`config.mk`:
```
export PLATFORM = sky130hd
export DESIGN_NAME = mc_controller
export DESIGN_NICKNAME = d
export VERILOG_FILES = /design/src/rtl/mc_pkg.sv /design/src/rtl/alu_decoder.sv /design/src/rtl/mc_controller.sv
export SDC_FILE = /design/constraint.sdc
export NUM_CORES = 1
export LEC_CHECK = 0
export CELL_PAD_IN_SITES_DETAIL_PLACEMENT = 1
export CELL_PAD_IN_SITES_GLOBAL_PLACEMENT = 2
export CORE_ASPECT_RATIO = 1.25
export CORE_MARGIN = 4
export CORE_UTILIZATION = 17
export CTS_BUF_LIST = sky130_fd_sc_hd__clkbuf_4 sky130_fd_sc_hd__clkbuf_8
export CTS_CLUSTER_SIZE = 25
export DETAILED_ROUTE_END_ITERATION = 16
export PLACE_DENSITY_LB_ADDON = 0.1
export REMOVE_ABC_BUFFERS = 1
export SYNTH_ARGS = -nofsm -noshare
export SYNTH_HDL_FRONTEND = slang
export SYNTH_SLANG_ARGS = --single-unit
```
`constraint.sdc`:
```
create_clock -name clk -period 2 [get_ports clk]
set_input_delay 0.6 -clock clk [delete_from_list [all_inputs] [get_ports clk]]
set_output_delay 0.6 -clock clk [all_outputs]
set_load 0.01 [all_outputs]
```
`src/rtl/mc_pkg.sv`:
```
// Shared encodings for the multicycle controller: FSM states, opcodes,
// R-type funct codes, ALU function codes and the ALUOp codes.
package mc_pkg;

    typedef enum logic [3:0] {
        FETCH   = 4'd0,
        DECODE  = 4'd1,
        MEMADR  = 4'd2,
        MEMRD   = 4'd3,
        MEMWB   = 4'd4,
        MEMWR   = 4'd5,
        EXECUTE = 4'd6,
        ALUWB   = 4'd7,
        BRANCH  = 4'd8,
        ADDIEX  = 4'd9,
        ADDIWB  = 4'd10,
        JUMP    = 4'd11
    } state_t;

    localparam logic [5:0] OP_LW    = 6'b100011;
    localparam logic [5:0] OP_SW    = 6'b101011;
    localparam logic [5:0] OP_RTYPE = 6'b000000;
    localparam logic [5:0] OP_BEQ   = 6'b000100;
    localparam logic [5:0] OP_ADDI  = 6'b001000;
    localparam logic [5:0] OP_J     = 6'b000010;

    localparam logic [5:0] FN_ADD = 6'b100000;
    localparam logic [5:0] FN_SUB = 6'b100010;
    localparam logic [5:0] FN_AND = 6'b100100;
    localparam logic [5:0] FN_OR  = 6'b100101;
    localparam logic [5:0] FN_SLT = 6'b101010;

    localparam logic [2:0] ALU_AND   = 3'b000;
    localparam logic [2:0] ALU_OR    = 3'b001;
    localparam logic [2:0] ALU_ADD   = 3'b010;
    localparam logic [2:0] ALU_UNDEF = 3'b011;
    localparam logic [2:0] ALU_SUB   = 3'b110;
    localparam logic [2:0] ALU_SLT   = 3'b111;

    localparam logic [1:0] ALUOP_ADD   = 2'b00;
    localparam logic [1:0] ALUOP_SUB   = 2'b01;
    localparam logic [1:0] ALUOP_FUNCT = 2'b10;

endpackage

```
`src/rtl/alu_decoder.sv`:
```
// Combinational ALU decoder: maps ALUOp and the R-type funct field onto the
// 3-bit alu32 function code.
module alu_decoder
    import mc_pkg::*;
(
    input  logic [1:0] ALUOp,
    input  logic [5:0] funct,
    output logic [2:0] ALUControl
);

    // ALUOp 11 is unused by the FSM and falls back to add.
    always_comb begin
        ALUControl = ALU_ADD;
        case (ALUOp)
            ALUOP_SUB: ALUControl = ALU_SUB;
            ALUOP_FUNCT: begin
                case (funct)
                    FN_ADD:  ALUControl = ALU_ADD;
                    FN_SUB:  ALUControl = ALU_SUB;
                    FN_AND:  ALUControl = ALU_AND;
                    FN_OR:   ALUControl = ALU_OR;
                    FN_SLT:  ALUControl = ALU_SLT;
                    default: ALUControl = ALU_UNDEF;
                endcase
            end
            default: ALUControl = ALU_ADD;
        endcase
    end

endmodule

```
`src/rtl/mc_controller.sv`:
```
// Multicycle control unit: Moore FSM sequencing fetch/decode/execute/writeback
// plus the ALU decoder and the branch-qualified PC enable.
module mc_controller
    import mc_pkg::*;
(
    input  logic       clk,
    input  logic       reset,
    input  logic [5:0] op,
    input  logic [5:0] funct,
    input  logic       zero,
    output logic       PCEn,
    output logic       IorD,
    output logic       MemWrite,
    output logic       IRWrite,
    output logic       RegDst,
    output logic       MemtoReg,
    output logic       RegWrite,
    output logic       ALUSrcA,
    output logic [1:0] ALUSrcB,
    output logic [1:0] PCSrc,
    output logic [2:0] ALUControl,
    output logic [3:0] state_o
);

    state_t     state, next_state;
    logic [1:0] aluop;
    logic       pcwrite, branch, irwrite_s, regwrite_s, memwrite_s;

    always_ff @(posedge clk or negedge reset) begin
        if (!reset) state <= FETCH;
        else        state <= next_state;
    end

    always_comb begin
        next_state = FETCH;
        case (state)
            FETCH:  next_state = DECODE;
            DECODE: begin
                case (op)
                    OP_LW, OP_SW: next_state = MEMADR;
                    OP_RTYPE:     next_state = EXECUTE;
                    OP_BEQ:       next_state = BRANCH;
                    OP_ADDI:      next_state = ADDIEX;
                    OP_J:         next_state = JUMP;
                    default:      next_state = FETCH;
                endcase
            end
            MEMADR:  next_state = (op == OP_SW) ? MEMWR : MEMRD;
            MEMRD:   next_state = MEMWB;
            EXECUTE: next_state = ALUWB;
            ADDIEX:  next_state = ADDIWB;
            default: next_state = FETCH;
        endcase
    end

    // Moore output decode; anything not named for a state stays at 0.
    always_comb begin
        IorD       = 1'b0;
        RegDst     = 1'b0;
        MemtoReg   = 1'b0;
        ALUSrcA    = 1'b0;
        ALUSrcB    = 2'b00;
        PCSrc      = 2'b00;
        aluop      = ALUOP_ADD;
        pcwrite    = 1'b0;
        branch     = 1'b0;
        irwrite_s  = 1'b0;
        regwrite_s = 1'b0;
        memwrite_s = 1'b0;
        case (state)
            FETCH: begin
                ALUSrcB   = 2'b01;
                irwrite_s = 1'b1;
                pcwrite   = 1'b1;
            end
            DECODE:  ALUSrcB = 2'b11;
            MEMADR: begin
                ALUSrcA = 1'b1;
                ALUSrcB = 2'b10;
            end
            MEMRD:   IorD = 1'b1;
            MEMWB: begin
                MemtoReg   = 1'b1;
                regwrite_s = 1'b1;
            end
            MEMWR: begin
                IorD       = 1'b1;
                memwrite_s = 1'b1;
            end
            EXECUTE: begin
                ALUSrcA = 1'b1;
                aluop   = ALUOP_FUNCT;
            end
            ALUWB: begin
                RegDst     = 1'b1;
                regwrite_s = 1'b1;
            end
            BRANCH: begin
                ALUSrcA = 1'b1;
                aluop   = ALUOP_SUB;
                PCSrc   = 2'b01;
                branch  = 1'b1;
            end
            ADDIEX: begin
                ALUSrcA = 1'b1;
                ALUSrcB = 2'b10;
            end
            ADDIWB:  regwrite_s = 1'b1;
            JUMP: begin
                PCSrc   = 2'b10;
                pcwrite = 1'b1;
            end
            default: ;
        endcase
    end

    // Gating with reset keeps FETCH from writing the PC or IR while held in reset.
    assign PCEn     = (pcwrite | (branch & zero)) & reset;
    assign IRWrite  = irwrite_s & reset;
    assign RegWrite = regwrite_s & reset;
    assign MemWrite = memwrite_s & reset;
    assign state_o  = state;

    alu_decoder u_alu_decoder (
        .ALUOp      (aluop),
        .funct      (funct),
        .ALUControl (ALUControl)
    );

endmodule
```
==> reports/metrics.yaml, run 1 <==
grt_pass1_vias: 830
rrSetupSlack_ns: 0.42
cp.arrival_ns: 1.69
rsz0062_at_grt: "yes"
setup_slack_ns: -0.295
drv_slew: 0
synth_area_um2: 539
remaining_drc_errors: 0
startpoint_type: "register"
grt_max_degree: 13
fin_util_pct: 43.6
synth_edf_count: 0
root_buffer: "clkbuf_4"
ys_top_cells_by_area: "dfrtp_1, inv_1, nor2_1, xor2_1, and3_1"
cts_sinks: 4
grt.overflow.total: 0
violations: "negative setup slack"
grt_pass1_wl_um: 3720
largest_reg_flops: 4
drtAntennaViolNets: 0
p_sw_w: 0.000488
fill_cells: 372
synthArstFlopShare_pct: 100
post-route-period-util_pct: 115
crit_start: "state_o[2]$_DFF_PN0_"
status: "complete, but fails checks"
io_buffers: 33
maxCapViolCount: 0
gp_congestion: 0.712
start_util_pct: 18.0
fp.dieW_um: 58.4
die_area_um2: 4140
viasPerCell: 4.62
pin_count: 34
ys_seq_elements: 4
rr_endpoint: "state_o[1]$_DFF_PN0_"
cts_htree_levels: 1
p_leak_nw: 0.641
dpl.hpwl_um: 1720
synth_common_cells: "inv_1, nor2_1, nand2_1"
power.share.clock_pct: 9.1
setup_viol: 11
rr_worst_depth: 6
hold_violations: 0
nets: 158
synth.yosys.seq_area_share_pct: 18.6
required_ns: 1.40
synth_warnings: 0
regArea_um2: 104
crit_end: "ALUControl[1]"
power.internal_w: 0.000691
critPathCaptureType: "output port"
fin_cells: 175
syn-mean-instance-area_um2: 7.49
fin_skew_ns: 0.00303
layout_min_cycle_time_ns: 2.29
numPlacedInstances: 156
multi_input_area_um2: 505
crit_fanout: 4
area_growth_syn_to_layout_pct: 143
antenna_found_initial: 0
synth_top_area_share_pct: 18.6
finalPower_w: 0.00118
tightestPinTransition_ns: 0.256
cts_tree: "done"
p_seq_share_pct: 13.2
cts_buffer_depth: 2
track_usage_pct: 11.6
clk_pin_slew_ns: 0.04
vias: 809
die_y_um: 71.0
cts_buffers: 3
fin_worst_hold_slack_ns: 0.464
syn-instance-count: 72
max_slew_margin_pct: 82.8
swShare_pct: 41.4
drive_gt1_share_pct: 57.6
synth_flop_cell: "dfrtp_1"
synth_area_leader_cell: "dfrtp_1"
ir_drop_mv: 0.392
core.rowCount: 22
core-area_um2: 3000
n_antenna_cell: 0
drtIter0Drc: 17
drt-total-wl_um: 2410
yosys.cell_types.count: 35
clock_latency_ns: 0.24
critPathKind: "register to output port"
fmax_ghz: 0.436
min_path_type: "input port to async pin"
p_per_area_nw_per_um2: 901
p_comb_share_pct: 77.7
place_ws_ns: -0.729
wl_per_cell_um: 13.7
drtPass1Iterations: 4
timing.rr.start: "state_o[1]$_DFF_PN0_"
## metal layers
metal  part of all wire, %  up-vias  GRT usage, %  routed length (um)
li1                      -      397             -                   -
met3                   4.6        4         0.912                 111
met1                    35      387          11.6                 843
met4                   2.3        0          6.96                  55
met2                    58       21          22.1                1390
met5                     0        -             0                   0
## stage by stage
step                instance area, um^2  setup TNS, ns
finish                             1310          -1.49
global placement                   1030          -4.60
detailed placement                 1030          -4.77
global route                       1310          -2.24
CTS                                1160          -1.23
floorplan                           517         -0.454
## what timing repair did
action | CTS | global route
endpoints found under the setup margin | 17 | 16
hold buffers | 0 | 0
gates resized for setup | 85 | 36
pin swaps | 13 | 13
buffers inserted | 6 | 14
cloned | 0 | 0
## power groups by stage
| stage | sequential (W) | clock, W | combinational [W] |
|---|---|---|---|
| after floorplan | 0.000191 | 0 | 0.000212 |
| after global placement | 0.000136 | 0 | 0.000697 |
| after detailed placement | 0.000139 | 0 | 0.000698 |
| after CTS | 0.000155 | 0.000110 | 0.000775 |
| after global routing | 0.000161 | 0.000110 | 0.000993 |
| final | 0.000156 | 0.000107 | 0.000916 |
## cell type report
cell class                 count  area share (%)
timing repair buffer          68            45.8
multi-input combinational     56            38.6
sequential                     4            7.93
tap                           36            3.44
inverter                       8            2.49
clock buffer                   3            1.72
## cell families (layout without fill, tap and decap cells)
| family | Yosys count | after routing | synth area share, % |
|---|---|---|---|
| buf+inv | 12 | 79 | 9.74 |
| simple gates | 33 | 33 | 36.9 |
| xor+xnor | 3 | 3 | 4.87 |
| flops | 4 | 4 | 18.6 |
| fa+ha+maj | 2 | 2 | 4.64 |
| compound gates | 18 | 18 | 25.3 |
## critical path: stages (launching register included)
cell and delay, ns:
dfrtp_2 0.43, and2b_1 0.18, nand3b_1 0.14, inv_1 0.06, ha_2 0.20, a211o_1 0.29, buf_2 0.14
## layout by cell type (no fill, tap or decap), types with 2 or more instances in the layout
| master | Yosys | layout |
|---|---|---|
| nor4b_4 | 0 | 2 |
| inv_2 | 1 | 2 |
| nand4_1 | 2 | 2 |
| o221ai_1 | 2 | 2 |
| nor2_1 | 7 | 4 |
| buf_2 | 3 | 10 |
| clkbuf_2 | 0 | 3 |
| dlygate4sd2_1 | 0 | 5 |
| nor3_1 | 4 | 2 |
| inv_1 | 7 | 5 |
| buf_6 | 0 | 14 |
| nand2_1 | 5 | 4 |
| and3_1 | 4 | 2 |
| nor3b_4 | 0 | 2 |
| nor2_4 | 0 | 2 |
| and3_4 | 0 | 2 |
| dlymetal6s2s_1 | 0 | 4 |
| a21oi_1 | 4 | 2 |
| xor2_1 | 3 | 3 |
| clkbuf_4 | 0 | 3 |
| buf_4 | 1 | 21 |
| dfrtp_2 | 0 | 3 |
| a21oi_2 | 0 | 2 |
| clkdlybuf4s50_1 | 0 | 9 |
| nor3_2 | 0 | 2 |
## worst min-delay path by stage
stage / from / to / slack [ns] / cells after the start
after detailed placement: state_o[3]$_DFF_PN0_ / state_o[0]$_DFF_PN0_ / 0.66 / 2
after CTS: reset / state_o[0]$_DFF_PN0_ / 0.44 / 2
after global placement: state_o[3]$_DFF_PN0_ / state_o[0]$_DFF_PN0_ / 0.64 / 2
after global routing: reset / state_o[3]$_DFF_PN0_ / 0.50 / 2
final: reset / state_o[3]$_DFF_PN0_ / 0.46 / 2
after floorplan: reset / state_o[0]$_DFF_PN0_ / 0.30 / 0
No activity file was read; power rests on OpenSTA's default activity.
==> run 2: changes to the inputs <==
--- a/config.mk
+++ b/config.mk
@@ -14,7 +14,6 @@
 export CTS_CLUSTER_SIZE = 25
 export DETAILED_ROUTE_END_ITERATION = 16
 export PLACE_DENSITY_LB_ADDON = 0.1
-export REMOVE_ABC_BUFFERS = 1
 export SYNTH_ARGS = -nofsm -noshare
 export SYNTH_HDL_FRONTEND = slang
 export SYNTH_SLANG_ARGS = --single-unit
==> run 2 against run 1 <==
  * The flow still finishes with violations (negative setup slack)
  * Design area is 4.6% lower
  * Routed wire length is 0.29% higher
  * Global-route usage is 0.41 points lower
  * Die area is the same
  * Maximum frequency about the same
  * First-iteration DRC count down 76%
==> reports/metrics.yaml, run 2 (synthesized netlist as in run 1, its figures left out) <==
timing.rr.start: "state_o[0]$_DFF_PN0_"
setup_tns_ns: -1.42
min_path_type: "input port to async pin"
rrSetupSlack_ns: 0.32
clock_latency_ns: 0.24
required_ns: 1.40
viasPerCell: 4.57
tightestPinTransition_ns: 0.267
area_growth_syn_to_layout_pct: 132
post-route-period-util_pct: 115
cts_htree_levels: 1
vias: 805
final_area_um2: 1250
postCtsHoldBufs: 0
fin_skew_ns: 0.00722
cts_tree: "done"
setup_slack_ns: -0.295
cts_sinks: 4
critPathKind: "register to output port"
rr_endpoint: "state_o[1]$_DFF_PN0_"
maxCapViolCount: 0
dpl.hpwl_um: 1830
crit_start: "state_o[2]$_DFF_PN0_"
rr_worst_depth: 6
core.rowCount: 22
dpl_cell_area_um2: 1080
antenna_found_initial: 0
largest_reg_flops: 4
drtPass1Iterations: 2
violations: "negative setup slack"
layout_min_cycle_time_ns: 2.29
place_ws_ns: -0.776
nets: 158
p_leak_nw: 0.595
drv_slew: 0
grt_pass1_vias: 825
ir_drop_mv: 0.371
crit_fanout: 5
io_buffers: 33
start_util_pct: 18.0
pin_count: 34
die_area_um2: 4140
setup_viol: 10
layout_commonest_cell: "buf_4"
track_usage_pct: 11.2
root_buffer: "clkbuf_4"
grt.overflow.total: 0
n_antenna_cell: 0
cts_buffer_depth: 2
die_y_um: 71.0
fmax_ghz: 0.436
gp_congestion: 0.788
rsz0062_at_grt: "yes"
grt_pass1_wl_um: 3630
critPathCaptureType: "output port"
final_cell_mix: "buf_4, clkdlybuf4s50_1, buf_2, buf_6, inv_1"
clk_pin_slew_ns: 0.04
fp.dieW_um: 58.4
grt_max_degree: 9
synth.net_count: 89
core-area_um2: 3000
startpoint_type: "register"
wl_per_cell_um: 13.7
crit_end: "ALUControl[1]"
fill_cells: 365
hold_violations: 0
remaining_drc_errors: 0
p_per_area_nw_per_um2: 872
cp.arrival_ns: 1.69
cts_buffers: 3
status: "complete, but fails checks"
drive_gt1_share_pct: 56.4
drtAntennaViolNets: 0
drtIter0Drc: 4
max_slew_margin_pct: 82.1
drt-total-wl_um: 2410
fin_worst_hold_slack_ns: 0.455
run 2: cell types whose count changed in the layout (fill, tap and decap cells not counted), sizes merged:
cell,previous run,this run
dlymetal6s2s,4,1
clkdlybuf4s50,9,12
dlygate4sd2,5,4
buf,47,46
clkbuf,6,9
run 2: how the worst min path moves through the flow:
stage / endpoint / slack [ns]
final: state_o[1]$_DFF_PN0_ / 0.45
after global routing: state_o[1]$_DFF_PN0_ / 0.47
after CTS: state_o[1]$_DFF_PN0_ / 0.45
after detailed placement: state_o[0]$_DFF_PN0_ / 0.58
after global placement: state_o[0]$_DFF_PN0_ / 0.58
after floorplan: state_o[0]$_DFF_PN0_ / 0.30
run 2: cell type report:
class	instances	area, um^2	area share, %
repair buffers	68	544	43.6
multi-input cells	56	495	39.7
flip-flops and latches	4	104	8.32
inverters	8	30.0	2.40
well taps	36	45.0	3.61
clock buffers	4	30.0	2.40
run 2: stage by stage:
step | total power, W | cells | util, %
2_1_floorplan | 0.000452 | 72 | -
6_report | 0.00109 | 176 | 41.6
3_3_place_gp | 0.000877 | 160 | 36.0
4_1_cts | 0.00104 | 172 | 39.2
5_1_grt | 0.00117 | 176 | 41.6
3_5_place_dp | 0.000878 | 160 | 36.0
run 2: critical path, cell delays in order, from the launching register on:
cell and delay [ns]:
dfrtp_2 0.45, and2b_1 0.19, nand3b_1 0.13, inv_1 0.09
ha_4 0.17, a211o_1 0.28, buf_2 0.14
run 2: layer usage:
| metal | up-vias | global-route usage [%] | wire, um |
|---|---|---|---|
| met3 | 2 | 2.01 | 168 |
| met2 | 24 | 21.7 | 1300 |
| met5 | - | 0 | 0 |
| li1 | 401 | - | - |
| met4 | 0 | 4.64 | 27 |
| met1 | 378 | 11.1 | 918 |
run 2: power by group:
| part | leakage, nW | switching [W] | internal [W] |
|---|---|---|---|
| clock network | 0.0184 | 0.0000357 | 0.0000886 |
| registers | 0.0488 | 0.0000523 | 0.000111 |
| logic | 0.528 | 0.000367 | 0.000435 |
run 2: timing repair:
action / 4_1_cts / 5_1_grt
gates resized for setup: 71 / 22
hold endpoints to repair: 0 / 0
gates cloned: 0 / 0
endpoints found under the setup margin: 17 / 15
setup buffers: 10 / 5
pin swaps: 8 / 9
